File: src/rtl/ahb_apb_pkg.sv
// Shared types and constants for the AHB-Lite to APB bridge: FSM states,
// HTRANS/HRESP encodings and the three-peripheral address map.
package ahb_apb_pkg;

    typedef enum logic [1:0] {
        ST_IDLE   = 2'd0,
        ST_WWAIT  = 2'd1,
        ST_SETUP  = 2'd2,
        ST_ENABLE = 2'd3
    } state_e;

    localparam logic [1:0] HTRANS_IDLE   = 2'b00;
    localparam logic [1:0] HTRANS_BUSY   = 2'b01;
    localparam logic [1:0] HTRANS_NONSEQ = 2'b10;
    localparam logic [1:0] HTRANS_SEQ    = 2'b11;

    localparam logic [1:0] HRESP_OKAY = 2'b00;

    localparam int NUM_SLV = 3;

    // Element [i] drives Pselx[i].
    localparam logic [NUM_SLV-1:0][31:0] SLV_BASE  = {32'h8800_0000, 32'h8400_0000, 32'h8000_0000};
    localparam logic [NUM_SLV-1:0][31:0] SLV_LIMIT = {32'h8BFF_FFFF, 32'h87FF_FFFF, 32'h83FF_FFFF};

endpackage

File: src/rtl/ahb_apb_bridge_decode.sv
// Combinational AHB address-phase qualifier: flags an active in-map transfer
// and produces the one-hot APB peripheral select.
module ahb_addr_decode
    import ahb_apb_pkg::*;
#(
    parameter int ADDR_W = 32
) (
    input  logic [ADDR_W-1:0] i_haddr,
    input  logic [1:0]        i_htrans,
    input  logic              i_hreadyin,
    output logic              o_valid,
    output logic [2:0]        o_sel
);

    logic w_active;

    assign w_active = i_hreadyin && (i_htrans == HTRANS_NONSEQ || i_htrans == HTRANS_SEQ);

    always_comb begin
        o_sel = '0;
        for (int i = 0; i < NUM_SLV; i++) begin
            if (w_active && i_haddr >= ADDR_W'(SLV_BASE[i]) && i_haddr <= ADDR_W'(SLV_LIMIT[i]))
                o_sel[i] = 1'b1;
        end
    end

    assign o_valid = |o_sel;

endmodule

File: src/rtl/ahb_apb_bridge.sv
// AHB-Lite slave to APB master bridge: captures single transfers and replays
// each as an APB SETUP/ENABLE access, stalling the master meanwhile.
module ahb_apb_bridge
    import ahb_apb_pkg::*;
#(
    parameter int ADDR_W = 32,
    parameter int DATA_W = 32
) (
    input  logic              Hclk,
    input  logic              Hresetn,
    input  logic              Hwrite,
    input  logic              Hreadyin,
    input  logic [1:0]        Htrans,
    input  logic [ADDR_W-1:0] Haddr,
    input  logic [DATA_W-1:0] Hwdata,
    input  logic [DATA_W-1:0] Prdata,
    output logic              Hreadyout,
    output logic [1:0]        Hresp,
    output logic [DATA_W-1:0] Hrdata,
    output logic [2:0]        Pselx,
    output logic              Penable,
    output logic              Pwrite,
    output logic [ADDR_W-1:0] Paddr,
    output logic [DATA_W-1:0] Pwdata
);

    state_e            r_state;
    state_e            w_next;
    logic              w_valid;
    logic              w_accept;
    logic [2:0]        w_sel;
    logic [2:0]        r_sel;
    logic [ADDR_W-1:0] r_paddr;
    logic              r_pwrite;
    logic [DATA_W-1:0] r_pwdata;

    ahb_addr_decode #(.ADDR_W(ADDR_W)) u_decode (
        .i_haddr    (Haddr),
        .i_htrans   (Htrans),
        .i_hreadyin (Hreadyin),
        .o_valid    (w_valid),
        .o_sel      (w_sel)
    );

    // Transfers are only sampled in the two states where Hreadyout is high.
    assign w_accept = w_valid && (r_state == ST_IDLE || r_state == ST_ENABLE);

    always_ff @(posedge Hclk or negedge Hresetn) begin
        if (!Hresetn) r_state <= ST_IDLE;
        else          r_state <= w_next;
    end

    always_comb begin
        w_next = r_state;
        case (r_state)
            ST_IDLE, ST_ENABLE: w_next = w_accept ? (Hwrite ? ST_WWAIT : ST_SETUP) : ST_IDLE;
            ST_WWAIT:           w_next = ST_SETUP;
            ST_SETUP:           w_next = ST_ENABLE;
            default:            w_next = ST_IDLE;
        endcase
    end

    always_ff @(posedge Hclk or negedge Hresetn) begin
        if (!Hresetn) begin
            r_sel    <= '0;
            r_paddr  <= '0;
            r_pwrite <= 1'b0;
            r_pwdata <= '0;
        end else begin
            if (w_accept) begin
                r_sel    <= w_sel;
                r_paddr  <= Haddr;
                r_pwrite <= Hwrite;
            end
            if (r_state == ST_WWAIT) r_pwdata <= Hwdata;
        end
    end

    always_comb begin
        Hreadyout = 1'b1;
        Pselx     = '0;
        Penable   = 1'b0;
        case (r_state)
            ST_WWAIT:  Hreadyout = 1'b0;
            ST_SETUP: begin
                Hreadyout = 1'b0;
                Pselx     = r_sel;
            end
            ST_ENABLE: begin
                Pselx     = r_sel;
                Penable   = 1'b1;
            end
            default: ;
        endcase
    end

    assign Hresp  = HRESP_OKAY;
    assign Hrdata = Prdata;
    assign Pwrite = r_pwrite;
    assign Paddr  = r_paddr;
    assign Pwdata = r_pwdata;

endmodule
File: config.mk
export PLATFORM = sky130hd
export DESIGN_NAME = ahb_apb_bridge
export DESIGN_NICKNAME = d
export VERILOG_FILES = /design/src/rtl/ahb_apb_pkg.sv /design/src/rtl/ahb_apb_bridge_decode.sv /design/src/rtl/ahb_apb_bridge.sv
export SDC_FILE = /design/constraint.sdc
export NUM_CORES = 1
export LEC_CHECK = 0
export ABC_AREA = 1
export CAP_MARGIN = 15
export CORE_UTILIZATION = 39
export CTS_BUF_LIST = sky130_fd_sc_hd__clkbuf_16
export DETAILED_ROUTE_END_ITERATION = 8
export PLACE_DENSITY = 0.83
export SLEW_MARGIN = 40
export SYNTH_ARGS = -nofsm -noshare
export SYNTH_HDL_FRONTEND = slang
export SYNTH_SLANG_ARGS = --single-unit
File: constraint.sdc
create_clock -name Hclk -period 3.9 [get_ports Hclk]
set_input_delay 0.78 -clock Hclk [delete_from_list [all_inputs] [get_ports Hclk]]
set_output_delay 0.78 -clock Hclk [all_outputs]
set_load 0.05 [all_outputs]
# --- After elaboration in Yosys (flattened, before gate mapping) ---
# Cells that the tools add are included.
word_totals:
  ff_bits: 70
  out_inout_bits: 104
  word_cells: 40
classes:
  n_lt_le_gt_ge: 6
  n_eq_ne: 5
  muxes: 9
  n_reduce_logical: 15
op_table:
  columns: ["op", "count"]
  rows:
  - ["32-bit >= comparator, second input constant", 3]
  - ["32-bit less-or-equal comparator, second input constant", 3]
  - ["2-bit == test, second input constant", 4]
  - ["1-bit logical AND", 8]
  - ["2-bit case mux with 3 select lines", 1]
  - ["2-bit OR reduction", 3]
  - ["1-bit two-way mux", 5]
  - ["2-bit two-way mux", 2]
  - ["3-bit two-way mux", 1]
  - ["3-bit OR reduction", 1]
  - ["2-bit by 1-bit == test with 1-bit output, second input constant", 1]
  - ["2-bit zero test", 1]
  - ["1-bit logical OR", 2]

# --- Longest topological paths before layout ---
# Gate-level depths: netlist of run 1.
logic_depth:
  depth_word: 10
  ltp_mapped: 10
  mapped_depth_nobuf: 9

# --- By module ---
# Synthesis of run 1 repeated with hierarchy kept, for this count alone.
hier_totals:
  cells_unflattened: 361
  area_unflattened_um2: 3189.3
by_module_without_submodules:
  columns: ["module", "instances", "cells_per_inst", "area_per_inst_um2"]
  rows:
  - ["ahb_apb_bridge", 1, 345, 3085.5]
  - ["ahb_addr_decode", 1, 16, 103.8]

# --- Worst setup path before layout of run 1 ---
# Ideal clock, no wire load.
synth_path:
  path_kind: "flip-flop to output port"
  startpoint: "register r_state[0]"
  endpoint: "output port Pselx[0]"
  arrival_ns: 1.628
  t_required_ns: 3.120
  path_slack_ns: 1.492
  stages_incl_launch_ff: 4
  path_cell_list: "dfrtp_1 > ha_1 > nor2_1 > nor2_1"
synth_via:
  elab_chain_len: 3
  elab_cells_between_ends: 4
  classes_between: "eq/ne (2); mux (1); reduce/logical (1)"
synth_lines:
  columns: ["item", "line_no", "rtl"]
  rows:
  - ["from (decl)", "ahb_apb_bridge.sv:27", "state_e r_state;"]
  - ["from (signal assigned)", "ahb_apb_bridge.sv:50", "else r_state <= w_next;"]
  - ["2-bit == test", "ahb_apb_bridge.sv:83", "case (r_state)"]
  - ["2-bit OR reduction (no line) *", null, null]
  - ["3-bit two-way mux *", "ahb_apb_bridge.sv:83", null]
  - ["to (decl)", "ahb_apb_bridge.sv:20", "output logic [2:0] Pselx,"]
# Every way passes the cells marked *; elsewhere a longest branch is shown, timed or not.

# --- Worst setup path after layout of run 1 ---
layout_path:
  startpoint: "register r_state[0]"
  endpoint: "output port Pselx[2]"
# Same word-level chain as after synthesis.

==> out/qor.yml, run 1 <==
finalCriticalPeriod_ns: 2.750
r2r_cells: 6
avgViaCountPerCell: 4.724
ys_seq_elements: 70
p_leak_nw: 2.102
grt_overflow: 0
n_antenna_cell: 0
start_util_pct: 40.63
crit_required_ns: 3.12
setup_violations: 0
insertion_delay_ns: 0.32
slew_viol_final: 0
yosysWarnings: 0
cts.path.max_buffers: 2
crit_slowest_cell: "clkdlybuf4s50_1"
io_pins: 206
crit_buf_inv: 2
cpLargestDelayFamily: "buffers and inverters"
cts_hold_buffers: 0
cts_resized: 0
path_class: "reg2out"
htree_num_levels: 3
drive_above_1_share_pct: 14.82
row_count: 32
grt_pass1_wl_microns: 11100
antenna_found_initial: 0
power_density_nw_per_um2: 987.3
io_buffers: 138
path_cells: "inv_1, ha_1, nor2_1, nor2_1, clkdlybuf4s50_1"
core_area_sq_um: 7807
first_global_vias: 2409
path_common_cell: "nor2_1"
status: "completed"
wl_microns: 6918
wl_per_cell_microns: 13.84
cts-root-buf: "clkbuf_16"
r2r-end: "Paddr[6]$_DFFE_PN0P_"
die_area_sq_um: 8497
start_kind: "register"
syn_area_per_cell_sq_um: 10.98
track_usage_pct: 16.77
vias: 2362
slowest_delay_ns: 0.82
synth_cell_type_count: 23
tns_ns: 0
cts_sinks: 70
firstDrtPassIters: 4
synthCells: 289
area_growth_pct: 46.35
cp.arrival_ns: 1.97
fmax_mhz: 363.6
cp-startpoint: "r_state[0]$_DFF_PN0_"
gp_congestion: 0.7505
endpoint_kind: "output port"
tightest_slew_ns: 0.6155
hold_path.class: "in2async"
syn_area_sq_um: 3172
final_cell_area_sq_um: 4642
dieHeight_microns: 92.18
slew_headroom_pct: 58.97
hold_viol: 0
postCtsSetupBuffers: 0
hold_slack_ns: 0.4470
rsz0062_at_grt: "no"
peakVddDrop_mv: 0.4515
cts_tree: "yes"
nets: 498
post-route-drc-count: 0
power_mw: 4.583
cp_max_fo: 3
post-dp-hpwl_microns: 4896
ant_nets: 0
fin_crit_sh_pct: 70.51
reg2reg_from: "r_state[0]$_DFF_PN0_"
placed_cell_area_sq_um: 4337
numCtsBuffers: 9
max_cap_violations: 0
rrSetupSlack_ns: 2.25
grt_start_max_net_pins: 71
seq_area_frac_synth_pct: 55.23
clk_pin_slew_worst_paths_ns: 0.05
die_w_microns: 92.18
clock_skew_ns: 0.001930
drt_iter0_drc: 56
## kinds of logic (layout without fill, tap and decap cells)
| family | Yosys count | in the layout | share of synthesized area, % |
|---|---|---|---|
| muxes | 32 | 32 | 11.36 |
| and+or+nand+nor | 119 | 119 | 18.38 |
| DFF | 70 | 70 | 55.23 |
| AOI/OAI and AO/OA | 3 | 3 | 0.7100 |
| buffers and inverters | 61 | 169 | 13.02 |
| adders and majority gates | 3 | 3 | 1.184 |
| other | 1 | 2 | 0.1182 |
## registers in the layout, summed over array words and instances, names as in the netlist
signal	flops
r_state	2
r_sel	3
Pwdata	32
Paddr	32
Pwrite	1
## cell type report
| cell class | count | area [sq um] |
|---|---|---|
| Timing Repair Buffer | 140 | 1398 |
| Sequential cell | 70 | 1752 |
| Clock buffer | 9 | 225.2 |
| Clock inverter | 7 | 80.08 |
| Tap cell | 102 | 127.6 |
| Fill cell | 693 | 3166 |
| Multi-Input combinational cell | 159 | 1011 |
| Inverter | 13 | 48.80 |
## how the worst max path moves through the flow
stage | end | slack, ns | cells after the start
2_1_floorplan | Pselx[0] | 1.49 | 3
3_3_place_gp | Paddr[9]$_DFFE_PN0P_ | 1.46 | 9
3_5_place_dp | Paddr[4]$_DFFE_PN0P_ | 1.39 | 9
4_1_cts | Pselx[2] | 1.15 | 5
5_1_grt | Pselx[2] | 1.08 | 5
6_report | Pselx[2] | 1.15 | 5
## placed cells by master (no fill, tap or decap), drive strengths merged
master	count
bufinv	2
nand4	2
nor2	10
buf	3
nand2	74
clkbuf	9
inv	14
mux2	32
conb	2
clkinv	4
a21boi	3
ha	3
clkdlybuf4s50	137
nand3	33
dfrtp	70
## synth_stat cells
cell | count | area share (%)
a21boi_1 | 2 | 0.47
mux2_1 | 7 | 2.5
nand4_1 | 2 | 0.39
nand2_8 | 2 | 1.3
buf_4 | 35 | 8.3
nand3_1 | 31 | 4.9
nor2_4 | 2 | 0.71
nand2_1 | 62 | 7.3
nand2_2 | 10 | 2.0
ha_1 | 3 | 1.2
nand3_2 | 2 | 0.63
buf_6 | 5 | 1.8
a21boi_0 | 1 | 0.24
clkbuf_1 | 2 | 0.24
nor2_2 | 3 | 0.59
mux2_2 | 25 | 8.9
buf_2 | 3 | 0.47
buf_8 | 1 | 0.47
inv_1 | 13 | 1.5
dfrtp_1 | 70 | 55
buf_1 | 2 | 0.24
conb_1 | 1 | 0.12
nor2_1 | 5 | 0.59
## metal layers
layer | vias up | track usage, % | part of all wire [%] | wire, microns
met5 | - | 0 | 0 | 0
met4 | 0 | 6.641 | 1.2 | 85
met3 | 15 | 5.473 | 8.4 | 584
met2 | 110 | 30.16 | 52 | 3577
met1 | 1136 | 18.10 | 39 | 2671
li1 | 1101 | - | - | -
## worst register-to-register path: stages (launching register included)
cell     delay, ns
dfrtp_1       0.37
inv_1         0.05
ha_1          0.29
buf_4         0.40
nand2_8       0.24
nand2_1       0.13
nand2_1       0.06
## power breakdown
group | total (mW) | internal, mW | switching (mW)
Sequential | 1.23 | 1.06 | 0.172
Combinational | 2.52 | 0.857 | 1.67
Clock | 0.830 | 0.549 | 0.281
## stage by stage
step	worst slack, ns	util, %	cells
floorplan	1.492	-	290
global placement	1.463	55.50	484
detailed placement	1.387	55.54	484
CTS	1.146	59.46	500
global route	1.080	59.46	500
finish	1.150	59.46	500
(Power assumes the default switching activity.)
==> run 2, diff against run 1 <==
--- a/config.mk
+++ b/config.mk
@@ -7,10 +7,10 @@
 export LEC_CHECK = 0
 export ABC_AREA = 1
 export CAP_MARGIN = 15
-export CORE_UTILIZATION = 39
+export CORE_UTILIZATION = 33
 export CTS_BUF_LIST = sky130_fd_sc_hd__clkbuf_16
 export DETAILED_ROUTE_END_ITERATION = 8
-export PLACE_DENSITY = 0.83
+export PLACE_DENSITY = 0.74
 export SLEW_MARGIN = 40
 export SYNTH_ARGS = -nofsm -noshare
 export SYNTH_HDL_FRONTEND = slang
==> constraint.sdc (replaced) <==
create_clock -name Hclk -period 2.2 [get_ports Hclk]
set_input_delay 0.44 -clock Hclk [delete_from_list [all_inputs] [get_ports Hclk]]
set_output_delay 0.44 -clock Hclk [all_outputs]
set_load 0.05 [all_outputs]
==> out/qor.yml, run 2 (synthesis gave the netlist of run 1 again) <==
status: "completed"  # unchanged
drt_iter0_drc: 60  # was 56
switchingPower_mw: 3.733  # was 2.122 mW
start_kind: "register"  # unchanged
placed_cells: 513  # was 484
postCtsSetupBuffers: 0  # unchanged
io_buffers: 138  # unchanged
cts_tree: "yes"  # unchanged
r2r_cells: 6  # unchanged
fillCellCount: 859  # was 693
post-dp-hpwl_microns: 5130  # was 4896 microns
antenna_found_initial: 0  # unchanged
dieHeight_microns: 100.0  # was 92.18 microns
rrSetupSlack_ns: 0.61  # was 2.25 ns
first_global_vias: 2396  # was 2409
nets: 500  # was 498
power_frac_seq_pct: 27.6  # was 26.8%
clock_skew_ns: 0.004012  # was 0.001930 ns
instances_no_fill: 527  # was 500
pwr-share-comb_pct: 57.2  # was 55.1%
crit_buf_inv: 1  # was 2
insertion_delay_ns: 0.32  # about the same
layout_common_cells: "clkdlybuf4s50_1 (132), dfrtp_1 (70), nand2_1 (62)"  # was clkdlybuf4s50_1 (137), dfrtp_1 (70), nand2_1 (62)
io_pins: 206  # unchanged
slowest_delay_ns: 0.83  # was 0.82 ns
clock_power_share_pct: 15.2  # was 18.1%
cts-root-buf: "clkbuf_16"  # unchanged
p_int_mw: 4.170  # was 2.461 mW
cp-startpoint: "Pwrite$_DFFE_PN0P_"  # was r_state[0]$_DFF_PN0_
wl_microns: 7025  # was 6918 microns
slew_headroom_pct: 58.46  # was 58.97%
r2r-end: "Paddr[25]$_DFFE_PN0P_"  # was Paddr[6]$_DFFE_PN0P_
tightest_slew_ns: 0.6231  # was 0.6155 ns
crit_slowest_cell: "clkdlybuf4s50_1"  # unchanged
core_area_sq_um: 9284  # was 7807 sq um
cp.arrival_ns: 1.53  # was 1.97 ns
grt_overflow: 0  # unchanged
cts_resized: 0  # unchanged
power_density_nw_per_um2: 1707  # was 987.3 nW/um^2
area_growth_pct: 46.00  # was 46.35%
rsz0062_at_grt: "no"  # unchanged
n_antenna_cell: 0  # unchanged
hold_path.class: "in2async"  # unchanged
peakVddDrop_mv: 0.6553  # was 0.4515 mV
drive_above_1_share_pct: 16.08  # was 14.82%
cts.path.max_buffers: 2  # unchanged
cts_sinks: 70  # unchanged
reg2reg_from: "r_state[0]$_DFF_PN0_"  # unchanged
vias: 2304  # was 2362
endpoint_kind: "output port"  # unchanged
start_util_pct: 34.16  # was 40.63%
clk_pin_slew_worst_paths_ns: 0.05  # about the same
switching_share_pct: 47.24  # was 46.30%
path_cells: "clkdlybuf4s50_1"  # was inv_1, ha_1, nor2_1, nor2_1, clkdlybuf4s50_1
cp_max_fo: 2  # was 3
ant_nets: 0  # unchanged
numCtsBuffers: 9  # unchanged
grt_pass1_wl_microns: 11300  # was 11100 microns
die_area_sq_um: 10010  # was 8497 sq um
path_class: "reg2out"  # unchanged
crit_required_ns: 1.76  # was 3.12 ns
crit_end: "Pwrite"  # was Pselx[2]
track_usage_pct: 14.57  # was 16.77%
finalCriticalPeriod_ns: 1.973
hold_viol: 0  # unchanged
htree_num_levels: 3  # unchanged
firstDrtPassIters: 4  # unchanged
fmax_mhz: 506.8
wl_per_cell_microns: 13.33  # was 13.84 microns
final_common_cell: "clkdlybuf4s50_1"  # unchanged
row_count: 35  # was 32
post-route-drc-count: 0  # unchanged
fin_crit_sh_pct: 89.69
die_w_microns: 100.0  # was 92.18 microns
cp.depth: 1  # was 5
cts_hold_buffers: 0  # unchanged
gp_congestion: 0.7606  # was 0.7505
grt_start_max_net_pins: 71  # unchanged
cpLargestDelayFamily: "buffers and inverters"  # unchanged
setup_violations: 0  # unchanged
max_cap_violations: 0  # unchanged
slew_viol_final: 0  # unchanged
tns_ns: 0  # unchanged
avgViaCountPerCell: 4.372  # was 4.724
p_leak_nw: 2.096  # was 2.102 nW
## run 2: layout make-up
| type | instances | area [sq um] | area share (%) |
|---|---|---|---|
| Sequential cell | 70 | 1752 | 37.83 |
| Timing Repair Buffer | 142 | 1413 | 30.51 |
| Multi-Input combinational cell | 159 | 1011 | 21.83 |
| Clock buffer | 9 | 225.2 | 4.864 |
| Tap cell | 129 | 161.4 | 3.486 |
| Inverter | 13 | 48.80 | 1.054 |
| Clock inverter | 5 | 20.02 | 0.4323 |
## run 2: power groups by stage
stage / clock network (mW) / registers, mW / logic [mW]
after global routing: 1.31 / 2.26 / 4.76
after CTS: 1.26 / 2.19 / 4.57
after floorplan: 0 / 4.09 / 1.23
after global placement: 0 / 2.17 / 4.52
after detailed placement: 0 / 2.20 / 4.57
final: 1.20 / 2.18 / 4.52
## run 2: worst min-delay path by stage
stage | end | from | cells past startpoint | slack (ns)
2_1_floorplan | Paddr[0]$_DFFE_PN0P_ | Hresetn | 0 | 0.14
3_3_place_gp | Paddr[31]$_DFFE_PN0P_ | Paddr[31]$_DFFE_PN0P_ | 2 | 0.45
3_5_place_dp | Paddr[31]$_DFFE_PN0P_ | Paddr[31]$_DFFE_PN0P_ | 2 | 0.46
4_1_cts | Pwdata[26]$_DFFE_PN0N_ | Hresetn | 1 | 0.15
5_1_grt | Pwdata[1]$_DFFE_PN0N_ | Hresetn | 1 | 0.18
6_report | Pwdata[28]$_DFFE_PN0N_ | Hresetn | 1 | 0.12
## run 2: metal layers
| layer | wire length (microns) | track usage, % |
|---|---|---|
| met1 | 2868 | 16.35 |
| met2 | 3475 | 25.04 |
| met3 | 605 | 5.919 |
| met4 | 76 | 5.128 |
| met5 | 0 | 0 |
## run 2: per-stage QoR
| step | power (mW) | instance area (sq um) | setup WS [ns] | hold slack (ns) | utilization (%) |
|---|---|---|---|---|---|
| after detailed placement | 6.774 | 4385 | 0.09993 | 0.4550 | 47.24 |
| after global routing | 8.324 | 4631 | 0.1821 | 0.1766 | 49.88 |
| after floorplan | 5.321 | 3176 | 0.1320 | 0.1444 | - |
| after CTS | 8.024 | 4631 | 0.2114 | 0.1456 | 49.88 |
| after global placement | 6.687 | 4382 | 0.1596 | 0.4489 | 47.20 |
| final | 7.903 | 4631 | 0.2268 | 0.1179 | 49.88 |
==> run 3, diff against run 2 <==
--- a/config.mk
+++ b/config.mk
@@ -10,6 +10,7 @@
 export CORE_UTILIZATION = 33
 export CTS_BUF_LIST = sky130_fd_sc_hd__clkbuf_16
 export DETAILED_ROUTE_END_ITERATION = 8
+export GPL_TIMING_DRIVEN = 0
 export PLACE_DENSITY = 0.74
 export SLEW_MARGIN = 40
 export SYNTH_ARGS = -nofsm -noshare
==> out/qor.yml, run 3 (synthesis gave the netlist of run 1 again) <==
status: "completed"  # unchanged
fin_util_pct: 57.63  # was 49.88%
fin_crit_sh_pct: 92.70  # was 89.69%
dieHeight_microns: 100.0  # unchanged
slew_viol_final: 0  # unchanged
endpoint_kind: "output port"  # unchanged
power_mw: 8.373  # was 7.903 mW
area_growth_pct: 68.68  # was 46.00%
hold_viol: 0  # unchanged
cts_tree: "yes"  # unchanged
crit_required_ns: 1.76  # about the same
numCtsBuffers: 9  # unchanged
die_area_sq_um: 10010  # unchanged
core_area_sq_um: 9284  # unchanged
vias: 2603  # was 2304
postCtsSetupBuffers: 0  # unchanged
firstDrtPassIters: 4  # unchanged
final_common_cell: "clkdlybuf4s50_1"  # unchanged
use_met2_pct: 28.44  # was 25.04%
track_usage_pct: 15.73  # was 14.57%
finalCriticalPeriod_ns: 2.039  # was 1.973 ns
busiest_layer: "met2"  # unchanged
hold_path.class: "in2async"  # unchanged
rsz0062_at_grt: "no"  # unchanged
p_leak_nw: 2.478  # was 2.096 nW
fin_ws_ns: 0.1606  # was 0.2268 ns
instances_no_fill: 605  # was 527
cp.arrival_ns: 1.60  # was 1.53 ns
layout_common_cells: "clkdlybuf4s50_1 (164), dfrtp_1 (70), nand2_1 (62)"  # was clkdlybuf4s50_1 (132), dfrtp_1 (70), nand2_1 (62)
max_cap_violations: 0  # unchanged
antenna_found_initial: 0  # unchanged
wl_microns: 7805  # was 7025 microns
power_density_nw_per_um2: 1565  # was 1707 nW/um^2
slew_headroom_pct: 61.66  # was 58.46%
clock_skew_ns: 0.006978  # was 0.004012 ns
gp_congestion: 0.7681  # was 0.7606
ant_nets: 0  # unchanged
grt_util_met1_pct: 18.02  # was 16.35%
grt_pass1_wl_microns: 12250  # was 11300 microns
avgViaCountPerCell: 4.302  # was 4.372
tightest_slew_ns: 0.5741  # was 0.6231 ns
hold_slack_ns: 0.001236  # was 0.1179 ns
fillCellCount: 822  # was 859
grt_start_max_net_pins: 38  # was 71
drive_above_1_share_pct: 22.48  # was 16.08%
start_kind: "register"  # unchanged
die_w_microns: 100.0  # unchanged
first_global_vias: 2636  # was 2396
wl_per_cell_microns: 12.90  # was 13.33 microns
cp_max_fo: 3  # was 2
grt_overflow: 0  # unchanged
post-route-drc-count: 0  # unchanged
io_buffers: 170  # was 138
htree_num_levels: 3  # unchanged
start_util_pct: 34.16  # unchanged
cts.path.max_buffers: 2  # unchanged
fmax_mhz: 490.3  # was 506.8 MHz
row_count: 35  # unchanged
clk_pin_slew_worst_paths_ns: 0.05  # about the same
grtUsageMet3_pct: 4.318  # was 5.919%
n_antenna_cell: 0  # unchanged
io_pins: 206  # unchanged
peakVddDrop_mv: 0.7147  # was 0.6553 mV
setup_violations: 0  # unchanged
post-dp-hpwl_microns: 6156  # was 5130 microns
cts_sinks: 70  # unchanged
cts-root-buf: "clkbuf_16"  # unchanged
insertion_delay_ns: 0.32  # about the same
drt_iter0_drc: 38  # was 60
nets: 577  # was 500
place_worst_setup_slack_ns: 0.1078  # was 0.09993 ns
path_class: "reg2out"  # unchanged
placed_cells: 590  # was 513
## run 3: per-stage QoR
step	area [sq um]	TNS, ns
floorplan	3176	0
global placement	5039	-116.63
detailed placement	5060	0
CTS	5359	0
global route	5350	0
finish	5350	0
## run 3: final timing paths
path	start	endpoint	depth (start not counted)	slack (ns)
worst min register to register	Paddr[31]$_DFFE_PN0P_	Paddr[31]$_DFFE_PN0P_	2	0.46
max in group asynchronous	Hresetn	r_sel[1]$_DFFE_PN0P_	2	1.70
worst max register to register	r_state[0]$_DFF_PN0_	r_sel[1]$_DFFE_PN0P_	6	0.53
worst min-delay path	Hresetn	Pwdata[1]$_DFFE_PN0N_	1	0.001
worst max-delay path	r_state[0]$_DFF_PN0_	Hreadyout	3	0.16
min in group Hclk	Paddr[31]$_DFFE_PN0P_	Paddr[31]$_DFFE_PN0P_	2	0.46
## run 3: critical path, cell delays in order (launching register included)
cell           delay [ns]
dfrtp_1              0.38
inv_1                0.06
ha_1                 0.30
dlygate4sd2_1        0.55
## run 3: repair_timing
item,CTS,global route
gates resized for setup,4,7
endpoints found under the setup margin,4,4
hold buffers,0,0
## run 3: power breakdown
part           internal [mW]  leakage (nW)  switching (mW)  total [mW]
sequential              1.87         0.858           0.313        2.18
clock                  0.974         0.156           0.485        1.46
combinational           1.62          1.46            3.11        4.73
## run 3: final cells by class
class	instances	area, sq um	area share (%)
Tap cell	129	161.4	3.017
Clock buffer	9	225.2	4.210
Inverter	13	48.80	0.9121
Multi-Input combinational cell	159	1011	18.90
Sequential cell	70	1752	32.74
Clock inverter	6	78.83	1.473
Timing Repair Buffer	171	1709	31.95
Buffer	48	364.1	6.805
## run 3: routing by layer
layer | vias to the layer above | routed length, microns | share of wire, %
li1 | 1255 | - | -
met1 | 1228 | 3243 | 42
met2 | 113 | 3912 | 50
met3 | 7 | 575 | 7.4
met4 | 0 | 74 | 0.95
met5 | - | 0 | 0
